File: src/rtl/qc_seq_pkg.sv
// Shared definitions for the Q-Control parameter sequencer.
//   - qc_seq_state_e : sequencer FSM encoding, also exported on the status port
//   - DefGainWidth / DefDelayLen2 : widths matching the Q-Control mixer
//   - step_toward()  : one clamped slew step of a signed value toward a target
package qc_seq_pkg;

  localparam int unsigned DefGainWidth = 16;
  localparam int unsigned DefDelayLen2 = 13;

  typedef enum logic [2:0] {
    StOff      = 3'd0,
    StRampDown = 3'd1,
    StSetDelay = 3'd2,
    StSettle   = 3'd3,
    StRampUp   = 3'd4,
    StRun      = 3'd5
  } qc_seq_state_e;

  // Moves cur toward tgt by step, landing exactly on tgt when within one step,
  // so a ramp never overshoots or crosses past the target. Operands are carried
  // sign-extended in 32 bits; the 33-bit difference covers any pair of gains up
  // to 31 bits, including the most negative value.
  function automatic logic signed [31:0] step_toward(input logic signed [31:0] cur,
                                                     input logic signed [31:0] tgt,
                                                     input logic [15:0]        step);
    logic signed [32:0] diff;
    logic        [32:0] mag;
    diff = 33'(tgt) - 33'(cur);
    mag  = diff[32] ? 33'(-diff) : 33'(diff);
    if (mag <= 33'(step)) begin
      return tgt;
    end
    if (diff[32]) begin
      return cur - $signed(32'(step));
    end
    return cur + $signed(32'(step));
  endfunction

endpackage

File: src/rtl/qc_tick_gen.sv
// Decimated sample tick for the Q-Control path.
// A free-running DECII_LEN2-bit counter; tick is high for the one a_clk cycle
// in every 2^DECII_LEN2 where the counter is all-ones. Kept as its own block so
// the mixer can share the exact same tick.
// Ports:
//   a_clk    : clock
//   a_resetn : asynchronous active-low reset, counter returns to 0
//   tick     : one-cycle sample tick
module qc_tick_gen
  import qc_seq_pkg::*;
#(
  parameter int unsigned DECII_LEN2 = 2
) (
  input  logic a_clk,
  input  logic a_resetn,
  output logic tick
);

  logic [DECII_LEN2-1:0] cnt_q;

  always_ff @(posedge a_clk or negedge a_resetn) begin
    if (!a_resetn) begin
      cnt_q <= '0;
    end else begin
      cnt_q <= cnt_q + DECII_LEN2'(1);
    end
  end

  assign tick = &cnt_q;

endmodule

File: src/rtl/qc_param_sequencer.sv
// Q-Control parameter sequencer.
// Applies host configuration (enable, gain, delay) to the Q-Control mixer
// without glitching the actuator drive: gain is slewed per sample tick, the
// delay only changes while gain is zero, and a delay change is followed by a
// settle period long enough to refill the delay line.
//
// Build option: define QC_SEQ_GAIN_LIMIT_EN to add the gain_limit input and the
// sticky limit_hit output; the accepted gain is saturated to +/-gain_limit.
//
// Ports:
//   a_clk, a_resetn          : clock, asynchronous active-low reset
//   cfg_enable/gain/delay    : requested settings (low DELAY_LEN2 delay bits used)
//   cfg_step                 : gain slew per tick, 0 behaves as 1
//   cfg_valid / cfg_ready    : request handshake, only ready in OFF and RUN
//   gain_limit, limit_hit    : optional gain saturation and its sticky flag
//   QC_enable/gain/delay     : mixer configuration
//   busy                     : sequencing in progress
//   state                    : FSM state for status readback
module qc_param_sequencer
  import qc_seq_pkg::*;
#(
  parameter int unsigned GAIN_WIDTH   = DefGainWidth,
  parameter int unsigned DELAY_LEN2   = DefDelayLen2,
  parameter int unsigned DECII_LEN2   = 2,
  parameter int unsigned SETTLE_TICKS = 8192
) (
  input  logic                         a_clk,
  input  logic                         a_resetn,
  input  logic                         cfg_enable,
  input  logic signed [GAIN_WIDTH-1:0] cfg_gain,
  input  logic [15:0]                  cfg_delay,
  input  logic [15:0]                  cfg_step,
  input  logic                         cfg_valid,
  output logic                         cfg_ready,
`ifdef QC_SEQ_GAIN_LIMIT_EN
  input  logic [GAIN_WIDTH-2:0]        gain_limit,
  output logic                         limit_hit,
`endif
  output logic                         QC_enable,
  output logic signed [GAIN_WIDTH-1:0] QC_gain,
  output logic [15:0]                  QC_delay,
  output logic                         busy,
  output logic [2:0]                   state
);

  localparam int unsigned SettleW = (SETTLE_TICKS > 1) ? $clog2(SETTLE_TICKS) : 1;

  qc_seq_state_e                state_q, state_d;
  logic                         qc_enable_q, qc_enable_d;
  logic signed [GAIN_WIDTH-1:0] qc_gain_q, qc_gain_d;
  logic [DELAY_LEN2-1:0]        qc_delay_q, qc_delay_d;
  logic                         tgt_enable_q, tgt_enable_d;
  logic signed [GAIN_WIDTH-1:0] tgt_gain_q, tgt_gain_d;
  logic [DELAY_LEN2-1:0]        tgt_delay_q, tgt_delay_d;
  logic [15:0]                  step_q, step_d;
  logic [SettleW-1:0]           settle_q, settle_d;

  logic                         tick;
  logic                         accept;
  logic signed [GAIN_WIDTH-1:0] acc_gain;
  logic                         acc_clamp;
  logic [DELAY_LEN2-1:0]        acc_delay;
  logic signed [GAIN_WIDTH-1:0] down_gain;
  logic signed [GAIN_WIDTH-1:0] up_gain;

  qc_tick_gen #(
    .DECII_LEN2(DECII_LEN2)
  ) u_tick_gen (
    .a_clk   (a_clk),
    .a_resetn(a_resetn),
    .tick    (tick)
  );

  assign accept    = cfg_valid && cfg_ready;
  assign acc_delay = cfg_delay[DELAY_LEN2-1:0];

  if (DELAY_LEN2 < 16) begin : g_delay_hi
    logic unused_delay_hi;
    assign unused_delay_hi = ^cfg_delay[15:DELAY_LEN2];
  end

`ifdef QC_SEQ_GAIN_LIMIT_EN
  logic signed [31:0] gain_ext;
  logic signed [31:0] lim_ext;
  logic               limit_hit_q, limit_hit_d;

  assign gain_ext = 32'(cfg_gain);
  assign lim_ext  = $signed(32'(gain_limit));

  always_comb begin
    acc_gain  = cfg_gain;
    acc_clamp = 1'b0;
    if (gain_ext > lim_ext) begin
      acc_gain  = GAIN_WIDTH'(lim_ext);
      acc_clamp = 1'b1;
    end else if (gain_ext < -lim_ext) begin
      acc_gain  = GAIN_WIDTH'(-lim_ext);
      acc_clamp = 1'b1;
    end
  end

  // Sticky until an accept that stays within the limit.
  assign limit_hit_d = accept ? acc_clamp : limit_hit_q;
  assign limit_hit   = limit_hit_q;

  always_ff @(posedge a_clk or negedge a_resetn) begin
    if (!a_resetn) begin
      limit_hit_q <= 1'b0;
    end else begin
      limit_hit_q <= limit_hit_d;
    end
  end
`else
  assign acc_gain  = cfg_gain;
  assign acc_clamp = 1'b0;
  logic unused_acc_clamp;
  assign unused_acc_clamp = acc_clamp;
`endif

  // Candidate gains for one slew step; only applied on a tick.
  assign down_gain = GAIN_WIDTH'(step_toward(32'(qc_gain_q), 32'sd0, step_q));
  assign up_gain   = GAIN_WIDTH'(step_toward(32'(qc_gain_q), 32'(tgt_gain_q), step_q));

  always_comb begin
    state_d      = state_q;
    qc_enable_d  = qc_enable_q;
    qc_gain_d    = qc_gain_q;
    qc_delay_d   = qc_delay_q;
    tgt_enable_d = tgt_enable_q;
    tgt_gain_d   = tgt_gain_q;
    tgt_delay_d  = tgt_delay_q;
    step_d       = step_q;
    settle_d     = settle_q;

    if (accept) begin
      tgt_enable_d = cfg_enable;
      tgt_gain_d   = acc_gain;
      tgt_delay_d  = acc_delay;
      step_d       = (cfg_step == '0) ? 16'd1 : cfg_step;
    end

    unique case (state_q)
      StOff: begin
        if (accept && cfg_enable) begin
          state_d = StSetDelay;
        end
      end
      StRun: begin
        if (accept) begin
          // A delay change or disable must first bring the drive to zero.
          if (!cfg_enable || (acc_delay != qc_delay_q)) begin
            state_d = StRampDown;
          end else begin
            state_d = StRampUp;
          end
        end
      end
      StRampDown: begin
        if (qc_gain_q == '0) begin
          if (!tgt_enable_q) begin
            qc_enable_d = 1'b0;
            state_d     = StOff;
          end else begin
            state_d = StSetDelay;
          end
        end else if (tick) begin
          qc_gain_d = down_gain;
        end
      end
      StSetDelay: begin
        qc_delay_d  = tgt_delay_q;
        qc_enable_d = 1'b1;
        settle_d    = SettleW'(SETTLE_TICKS - 1);
        state_d     = StSettle;
      end
      StSettle: begin
        if (tick) begin
          if (settle_q == '0) begin
            state_d = StRampUp;
          end else begin
            settle_d = settle_q - SettleW'(1);
          end
        end
      end
      StRampUp: begin
        if (qc_gain_q == tgt_gain_q) begin
          state_d = StRun;
        end else if (tick) begin
          qc_gain_d = up_gain;
        end
      end
      default: begin
        state_d = StOff;
      end
    endcase
  end

  always_ff @(posedge a_clk or negedge a_resetn) begin
    if (!a_resetn) begin
      state_q      <= StOff;
      qc_enable_q  <= 1'b0;
      qc_gain_q    <= '0;
      qc_delay_q   <= '0;
      tgt_enable_q <= 1'b0;
      tgt_gain_q   <= '0;
      tgt_delay_q  <= '0;
      step_q       <= 16'd1;
      settle_q     <= '0;
    end else begin
      state_q      <= state_d;
      qc_enable_q  <= qc_enable_d;
      qc_gain_q    <= qc_gain_d;
      qc_delay_q   <= qc_delay_d;
      tgt_enable_q <= tgt_enable_d;
      tgt_gain_q   <= tgt_gain_d;
      tgt_delay_q  <= tgt_delay_d;
      step_q       <= step_d;
      settle_q     <= settle_d;
    end
  end

  assign cfg_ready = (state_q == StOff) || (state_q == StRun);
  assign busy      = (state_q == StRampDown) || (state_q == StSetDelay) ||
                     (state_q == StSettle)   || (state_q == StRampUp);
  assign state     = state_q;
  assign QC_enable = qc_enable_q;
  assign QC_gain   = qc_gain_q;
  assign QC_delay  = 16'(qc_delay_q);

endmodule

File: config.mk
export PLATFORM = sky130hd
export DESIGN_NAME = qc_param_sequencer
export DESIGN_NICKNAME = d
export VERILOG_FILES = /design/src/rtl/qc_seq_pkg.sv /design/src/rtl/qc_tick_gen.sv /design/src/rtl/qc_param_sequencer.sv
export SDC_FILE = /design/constraint.sdc
export NUM_CORES = 1
export LEC_CHECK = 0
export ABC_AREA = 1
export CAP_MARGIN = 0
export CORE_MARGIN = 2
export CORE_UTILIZATION = 30
export CTS_BUF_LIST = sky130_fd_sc_hd__clkbuf_8
export CTS_CLUSTER_DIAMETER = 120
export CTS_CLUSTER_SIZE = 12
export DETAILED_ROUTE_END_ITERATION = 10
export MAX_ROUTING_LAYER = met4
export PLACE_DENSITY = 0.53
export SLEW_MARGIN = 5
export SYNTH_ARGS = -nofsm -noshare
export SYNTH_HDL_FRONTEND = slang
export SYNTH_HIERARCHICAL = 1
export SYNTH_SLANG_ARGS = --single-unit
File: constraint.sdc
create_clock -name a_clk -period 5.2 [get_ports a_clk]
set_clock_uncertainty 0.2 [all_clocks]
set_input_delay 0.52 -clock a_clk [delete_from_list [all_inputs] [get_ports a_clk]]
set_output_delay 0.52 -clock a_clk [all_outputs]
set_load 0.02 [all_outputs]
After elaboration in Yosys (flattened, before gate mapping)
Index checks and enable logic that the tools add are counted.

Logic and storage cells: 96. Register bits after elaboration: 94. Output and inout port bits: 38.

Muxes and demuxes: 37. Reductions and logical operators: 20. $add $sub $neg: 8. $lt $le $gt $ge: 2. Equality and inequality tests: 19.

Operators with widths (number): 2-to-1 mux 16 bit (13); less-or-equal comparator 33 x 16 -> 1 bit (2); 2-to-1 mux 33 bit (2); negation 17 -> 33 bit (2); zero test 16 bit (2); one-hot mux 16 bit (2 select lines) (1); 2-to-1 mux 13 bit (2); one-hot mux 13 bit (2 select lines) (1); != test 2 bit (second input constant) (12); 2-to-1 mux 3 bit (7); one-hot mux 3 bit (6 select lines) (1); subtractor 1 x 16 -> 17 bit (first input constant) (1); subtractor 16 x 16 -> 17 bit (1); adder 16 bit (1); == test 16 bit (1); subtractor 16 bit (1); zero test 13 bit (1); != test 13 bit (1); subtractor 13 x 1 -> 13 bit (second input constant) (1); 2-to-1 mux 1 bit (8); == test 3 x 2 -> 1 bit (second input constant) (2); == test 3 bit (second input constant) (2); AND reduction 3 bit (2); AND reduction 6 bit (1); other kinds (11) (18).

Longest topological paths before layout
Gate-level depths: netlist (run 1).

Depth after elaboration: 11. Mapped depth: 38.

By module
The synthesis (run 1) kept the hierarchy.

By module, submodules not included: qc_param_sequencer (area each 9028.7 um^2, cells each 1359, times used 1, seq. area each 2303.5 um^2); qc_tick_gen (area each 66.3 um^2, cells each 4, times used 1, seq. area each 50.0 um^2).

Worst setup path before layout (run 1)
No wires, ideal clock.

Path kind: reg-to-reg. Start: register qc_gain_q[0] (netlist: QC_gain[0]). End: register qc_gain_q[4] (netlist: QC_gain[4]). Setup slack: 847 ps. Arrival time: 4080 ps. Path buffers: 3. Cell stages (with the launch flop): 37. Data required time: 4927 ps. Setup time: 73 ps. Cell sequence: dfrtp_1 ha_1 fa_1 inv_1 nand2_2 nand2_2 nand2_1 nand2_2 nand2_1 nand2_1 nand2_1 nand2_2 buf_4 inv_2 buf_2 a21oi_1 xor2_1 inv_1 ha_1 nand2_1 inv_1 nand2_1 nand2_1 nand2_1 nand4_1 nand2_1 nand2_1 nand2_1 nand2_1 nand2_1 nand2_1 nand2_2 dlygate4sd1_1 nand3_1 nand2_1 nand2_1 a21oi_2.

Word-level cells in the longest chain between the ends: 9. Elaborated cells between the ends (all ways): 32. Classes of those cells: add/sub: 6; order compare: 2; eq/ne: 3; mux: 19; reduce/logical: 2.

Ends and longest elaborated chain: from (decl) (line qc_param_sequencer.sv:50) `logic signed [GAIN_WIDTH-1:0] qc_gain_q, qc_gain_d;`; from (signal assigned) (line qc_param_sequencer.sv:212) `qc_gain_q <= qc_gain_d;`; subtractor 16 x 16 -> 17 bit or subtractor 1 x 16 -> 17 bit (tied branches) (line qc_seq_pkg.sv:28) `diff = 33'(tgt) - 33'(cur);`; negation 17 -> 33 bit (line qc_seq_pkg.sv:29) `mag = diff[32] ? 33'(-diff) : 33'(diff);`; 2-to-1 mux 33 bit (line qc_seq_pkg.sv:29); less-or-equal comparator 33 x 16 -> 1 bit (line qc_seq_pkg.sv:30) `if (mag <= 33'(step)) begin`; 2-to-1 mux 1 bit (line qc_seq_pkg.sv:30); 2-to-1 mux 16 bit (line qc_seq_pkg.sv:33) `if (diff[32]) begin`; 2-to-1 mux 16 bit, on equally long branches (line qc_param_sequencer.sv:188, qc_param_sequencer.sv:166); 2-to-1 mux 16 bit, on equally long branches (line qc_param_sequencer.sv:186, qc_param_sequencer.sv:159); one-hot mux 16 bit (2 select lines) (line qc_param_sequencer.sv:142) `unique case (state_q)`.

Several ways; a longest one is shown, not always the timed one. The select of a mux whose other input is x is not followed. A chain may end at the register's enable or synchronous reset.

Final worst setup path (run 1)
Start: register qc_gain_q[0] (netlist: QC_gain[0]). End: register qc_gain_q[15] (netlist: QC_gain[15]).

The elaborated chain is that of the path after synthesis.

==> impl_results.md, run 1 <==
- Clock insertion delay at the later pin of the skew report: 400 ps
- Post-DP HPWL: 22800 um
- Relative slew slack: a little under a third
- Crit Reg-Reg Endpoint: QC_gain[15]$_DFFE_PN0P_
- Total I/O pin count: 90
- Clk pin slew, worst setup/hold paths: between 100 and 150 ps
- Non-Filler Instances: 1839
- Slew @ Worst Pin: approximately 1000 ps
- Starting DRT DRC Count: between 500 and 600
- Hold Vio Cnt, Final: 0
- Max_cap viols: 0
- DRC Markers: 0
- IO buf count: 83
- Yosys reg bits: 94
- RSZ-0062 raised after global routing: false
- Antenna violations before repair: 0
- WHS Endpoint: u_tick_gen/cnt_q[0]$_DFF_PN0_
- Clock Path Buffers: 2
- Startpoint type of the worst setup path: flip-flop
- First-pass DRT Iterations: 5
- # rows: 63
- Die ar.: around 32000 um2
- Layout cells sized above 1: 6.69%
- Die width: 178 um
- CTS tree: yes
- Hold path start: u_tick_gen/cnt_q[0]$_DFF_PN0_
- Nets: 1580
- Number of vias per cell: 4.80
- Die Y-Extent: 178 um
- Clock sink total: 94
- Largest family of logic cells by synthesized area: simple AND/OR/NAND/NOR gates
- CP max-delay cell: dfrtp_1
- Final slew viol count: 0
- Detail Route Antenna Nets: 0
- Cells after DPL: 1822
- Simple-Gate Fraction of Synth Area: 31.5%
- GR Overflow Total: 0
- Synth top area share: around 26%
- Post-route cell area: 10500 um2
- Hold Path Stages: 1
- R2R depth: 26
- Arrival @ worst endpoint: between 4000 and 5000 ps
- Max Clk Rate: 0.212 GHz
- Required @ worst endpoint: 5340 ps
- Slowest stage delay, CP: slightly above 400 ps
- Critical Path Sink Type: flip-flop
- Final setup fails: 0
- Top Family by Delay on Critical Path: simple AND/OR/NAND/NOR gates
- Gpl congestion: 0.886
- Post-Syn Area: 9090 um2
- Number of synthesized flops with an enable pin: 0
- HP Class: reg -> reg
- Fin crit share: 90.5%
- Distinct cells, synth: 55
- Post-CTS Repair Setup Buffers: 0
- Area leader, netlist: dfrtp_1
- Top cell by count, worst path: inv_1
- Yosys Warn Count: 6
- Worst r2r src: QC_gain[0]$_DFFE_PN0P_
- Initial core utilization: 30.6%
- H-tree Lvls: 3
- Buffers plus inverters on the worst setup path: 8
- Vias post-DR: 8825
- Pin count of the biggest net entering global routing: 61
- Post-Synth XOR/XNOR Area: under 10%
- CP max FO: 23
- Synth area leaders: dfrtp_1 (26%), nand2_1 (16%), ha_1 (11%), inv_1 (7.8%), o21ai_0 (5.1%)
- Most frequent cell after synthesis: nand2_1
- Placed cell area: 10300 um2
- Status: completed
- N_diodes: 0
- Post-synthesis adder-cell area fraction: a little under an eighth
- Min Tclk post-route: 4710 ps
- Global Route Usage Sum: 19.0%
- Avg Cell Area, Syn: 6.67 um2
- First-pass GRT wire length: 45600 um
- Mux cell area share after synthesis: 0.110%
- Ys flop type: dfrtp_1
- Core ar.: 29700 um2
- Post-synthesis compound-gate area fraction: 13.7%
- Root Buffer: clkbuf_8
- Routed WL: 28700 um
- Post-Synthesis Cells: 1363
- Vias in the first global route: 8726
- Post-synthesis sequential area ratio: about a quarter
- Final setup TNS: 0 ps
- Crit. path cell count: 26
- CP Class: reg -> reg
- Synth-to-Final Area Change: 15.9%
- WL/cell: 15.6 um
- Cts bufs inserted: 9
- Commonest cells in the netlist: nand2_1 (384), inv_1 (190), nor2_1 (110)
- FF-to-FF setup slack: 490 ps
- Ys async rst share: 100%
-- area by class of cell --
cell class	instances	area, um2
Fill cell	3231	19200
Multi-Input combinational cell	1031	5740
Sequential cell	94	2350
Clock buffer	9	124
Inverter	202	758
Tap cell	390	488
Timing Repair Buffer	106	1000
Clock inverter	7	75.1
-- cell usage in the layout (no fill, tap or decap), types with 4 or more instances in the layout --
cell,n
a31oi_1,6
a21oi_1,80
xor2_1,47
inv_6,4
nor4_1,9
a21oi_2,5
o21ai_0,92
ha_1,81
clkdlybuf4s50_1,82
nor3_1,13
o21bai_1,6
dfrtp_1,93
clkbuf_8,9
nand2_1,384
nor2_4,5
nand3_1,76
nand3b_1,8
nand2_2,17
nor2_1,110
o22ai_1,4
a211oi_1,6
buf_4,23
nand3_2,7
nand4_1,17
o31ai_1,5
inv_1,190
o211ai_1,4
o21ai_1,4
inv_2,11
xnor2_1,13
-- per-layer routing --
metal / vias up / routed length, um / GRT usage (%)
li1: 4540 / - / -
met1: 4085 / 13500 / 24.6
met2: 181 / 13500 / 32.2
met3: 19 / 1300 / 2.37
met4: 0 / 344 / 3.42
met5: - / 0 / -
-- cell families after synthesis --
logic type,count (synthesis)
AOI/OAI and AO/OA,224
adders and majority gates,84
DFF,94
other,1
and+or+nand+nor,658
xor gates and xnor gates,61
buffers and inverters,240
muxes,1
-- registers in the layout (all words and copies together), names as in the netlist --
register and flops:
tgt_delay_q 13, qc_delay_q 13, tgt_enable_q 1, state 3
u_tick_gen/cnt_q 2, tgt_gain_q 16, QC_gain 16, step_q 16
settle_q 13, QC_enable 1
-- worst register-to-register path, cell delays in order, from the launching register on --
cell     delay [ps]
dfrtp_1         410
buf_4           160
inv_1           130
ha_1            190
inv_1            70
nor2_4          120
inv_2            60
nor3_2          240
nand2_2         100
nor2_4          150
nand3_2         190
nand2_2         270
inv_2           250
a21oi_1         250
xor2_1          160
inv_1            50
ha_1            270
nand4_1         110
nor3_1          270
o21ai_0         140
nand3_1          80
nand3_1          90
inv_2           200
o21ai_0         120
o21ai_0         170
inv_1            70
a21oi_2         120
-- metrics by stage --
step                hold WS [ps]  worst slack, ps  util (%)
finish                       231              493      35.5
CTS                          237              534      35.5
global placement             214              633      34.8
detailed placement           220              575      34.8
floorplan                   24.4              847         -
global route                 258              152      35.5
-- worst max path at each step --
stage / end / slack [ps] / from
2_1_floorplan: QC_gain[4]$_DFFE_PN0P_ / 850 / QC_gain[0]$_DFFE_PN0P_
3_3_place_gp: QC_gain[13]$_DFFE_PN0P_ / 630 / QC_gain[0]$_DFFE_PN0P_
3_5_place_dp: QC_gain[15]$_DFFE_PN0P_ / 580 / QC_gain[0]$_DFFE_PN0P_
4_1_cts: QC_gain[15]$_DFFE_PN0P_ / 530 / QC_gain[0]$_DFFE_PN0P_
5_1_grt: QC_gain[15]$_DFFE_PN0P_ / 150 / QC_gain[0]$_DFFE_PN0P_
6_report: QC_gain[15]$_DFFE_PN0P_ / 490 / QC_gain[0]$_DFFE_PN0P_
-- timing repair --
item | 4_1_cts | 5_1_grt
hold buffers | 1 | 0
hold endpoints to repair | 33 | 0
resized for setup | 0 | 0
Power of run 1 is left out: the tool's default activity adds up to more than one toggle a clock period on the data nets, which glitch-free logic cannot reach.
==> run 2, diff against run 1 <==
Settings changed: CORE_UTILIZATION 30 to 50, PLACE_DENSITY 0.53 to 0.77.
==> run 2 against run 1 <==
The run now ends with negative hold slack left. Fmax grew 1.3%. Cell area shrank 2.3%. Non-clock buffer count fell by 5. Setup slack improved by 59 ps. First-iteration DRC count is 0.72% higher. Critical endpoint is now QC_gain[3]$_DFFE_PN0P_. Wire length fell by 12%. Register-to-register slack better by 60 ps. Global-route usage increased by 8.6 points. Core utilization up 22 points. Via count rose by 1.5%. Worst hold slack got worse by 250 ps.
==> impl_results.md, run 2 (same netlist as run 1, synthesis figures left out) <==
- Status: complete, but fails checks
- Failing checks: negative hold slack
- Detail Route Antenna Nets: 0 (unchanged)
- Required @ worst endpoint: 5320 ps (-20 ps)
- Hold Buf Count CTS: 0 (-1)
- Max Clk Rate: 0.215 GHz (+1.3%)
- Top cell by count, worst path: nand2_1
- Most frequent cells in the layout: nand2_1 (384), inv_1 (190), nor2_1 (110), dfrtp_1 (92), o21ai_0 (92)
- CTS tree: yes
- Layout cells sized above 1: 6.51% (-0.18 points)
- Number of vias per cell: 5.36 (+12%)
- Critical Path Sink Type: flip-flop
- Root Buffer: clkbuf_8
- Max_cap viols: 0 (unchanged)
- Die ar.: 19300 um2 (-39%)
- Final slew viol count: 0 (unchanged)
- Startpoint type of the worst setup path: flip-flop
- HP Class: in -> async
- Core ar.: 17900 um2 (-40%)
- Clock sink total: 94 (unchanged)
- Post-CTS Repair Setup Buffers: 0 (unchanged)
- H-tree Lvls: 3 (unchanged)
- N_diodes: 0 (unchanged)
- GR Overflow Total: 0 (unchanged)
- Routed WL: 25300 um (-12%)
- Gpl congestion: 0.944 (+6.6%)
- Initial core utilization: 50.8% (+20 points)
- RSZ-0062 raised after global routing: false
- FF-to-FF setup slack: 550 ps (+60 ps)
- Cts bufs inserted: 9 (unchanged)
- Post-DP HPWL: 20300 um (-11%)
- Die Y-Extent: 139 um (-22%)
- Worst r2r src: QC_gain[0]$_DFFE_PN0P_
- Crit Reg-Reg Endpoint: QC_gain[3]$_DFFE_PN0P_
- Fin crit share: 89.4% (-1.1 points)
- CP Class: reg -> reg
- Slew @ Worst Pin: 993 ps (-33.4 ps)
- Die width: 139 um (-22%)
- Worst setup margin: 552 ps (+59.1 ps)
- Resize count post-CTS: 0 (unchanged)
- Vias post-DR: 8961 (+1.5%)
- # rows: 49 (-22%)
- Min Tclk post-route: 4650 ps (-59.1 ps)
- First-pass DRT Iterations: 5 (unchanged)
- Synth-to-Final Area Change: 13.3%
- First-pass GRT wire length: 41900 um (-8.1%)
- Arrival @ worst endpoint: 4770 ps (-70 ps)
- CP max-delay cell: dfrtp_1
- Clock Path Buffers: 2 (unchanged)
- Global Route Usage Sum: 27.7% (+8.6 points)
- Dpl ws: 568 ps (-6.73 ps)
- Hold slack: -14.7 ps (-246 ps)
- Final setup TNS: 0 ps (unchanged)
- Pin count of the biggest net entering global routing: 63 (+3.3%)
- Antenna violations before repair: 0 (unchanged)
- Clock insertion delay at the later pin of the skew report: 390 ps (about the same)
- IO buf count: 83 (unchanged)
- Total I/O pin count: 90 (unchanged)
- CP max FO: 18 (-22%)
- Relative slew slack: 33.7% (+2.8 points)
- WL/cell: 15.1 um (-3.1%)
- R2R depth: 32 (+23%)
- Nets: 1575 (-0.32%)
- Commonest non-fill, non-tap cell in the layout: nand2_1
- DRC Markers: 0 (unchanged)
- Clk pin slew, worst setup/hold paths: 110 ps (about the same)
- Hold Vio Cnt, Final: 10 (+10)
- Slowest stage delay, CP: 470 ps (+60 ps)
- Starting DRT DRC Count: 559 (+0.72%)
- Final setup fails: 0 (unchanged)
- Vias in the first global route: 8480 (-2.8%)
run 2: cell count changes in the layout (fill, tap and decap cells not counted), sizes merged:
cell         before  now
inv             205  206
buf              23   19
dlygate4sd3       1    0
clkinv            3    1
clkinvlp          1    2
run 2: critical path: cells and delay by family, from the launching register on:
family / cells / cell delay [ps]
AND/OR/NAND/NOR: 23 / 2050
buffers and inverters: 3 / 370
AO/OA/AOI/OAI: 2 / 350
XOR/XNOR: 1 / 160
flip-flops: 1 / 470
adder cells (fa/ha/maj): 3 / 950
run 2: cell type report:
cell class / instances / area [um2]
inverters: 202 / 758
well taps: 229 / 287
flip-flops and latches: 94 / 2350
repair buffers: 101 / 963
fillers: 1782 / 7600
multi-input cells: 1031 / 5740
clock inverters: 7 / 71.3
clock buffers: 9 / 124
run 2: metal layers:
metal	track usage, %	part of all wire [%]	vias up
li1	-	-	4533
met1	36.4	46	4123
met2	44.5	46	271
met3	4.32	5.9	34
met4	7.71	2.1	0
met5	-	0	-
run 2: metrics by stage:
stage | instance area, um2 | utilization, % | hold WS (ps) | instances
final | 10300 | 57.5 | -14.7 | 1673
after global routing | 10300 | 57.5 | 21.8 | 1673
after global placement | 10100 | 56.4 | 214 | 1657
after detailed placement | 10100 | 56.4 | 221 | 1657
after CTS | 10300 | 57.5 | 6.99 | 1673
after floorplan | 9100 | - | 24.4 | 1365
run 2: worst max-delay path by stage:
stage	startpoint	end	slack, ps
after detailed placement	QC_gain[6]$_DFFE_PN0P_	QC_gain[3]$_DFFE_PN0P_	570
after CTS	QC_gain[0]$_DFFE_PN0P_	QC_gain[9]$_DFFE_PN0P_	540
after global placement	QC_gain[0]$_DFFE_PN0P_	QC_gain[2]$_DFFE_PN0P_	640
final	QC_gain[0]$_DFFE_PN0P_	QC_gain[3]$_DFFE_PN0P_	550
after floorplan	QC_gain[0]$_DFFE_PN0P_	QC_gain[4]$_DFFE_PN0P_	850
after global routing	QC_gain[0]$_DFFE_PN0P_	QC_gain[9]$_DFFE_PN0P_	30
Power of run 2 is left out for the same reason.
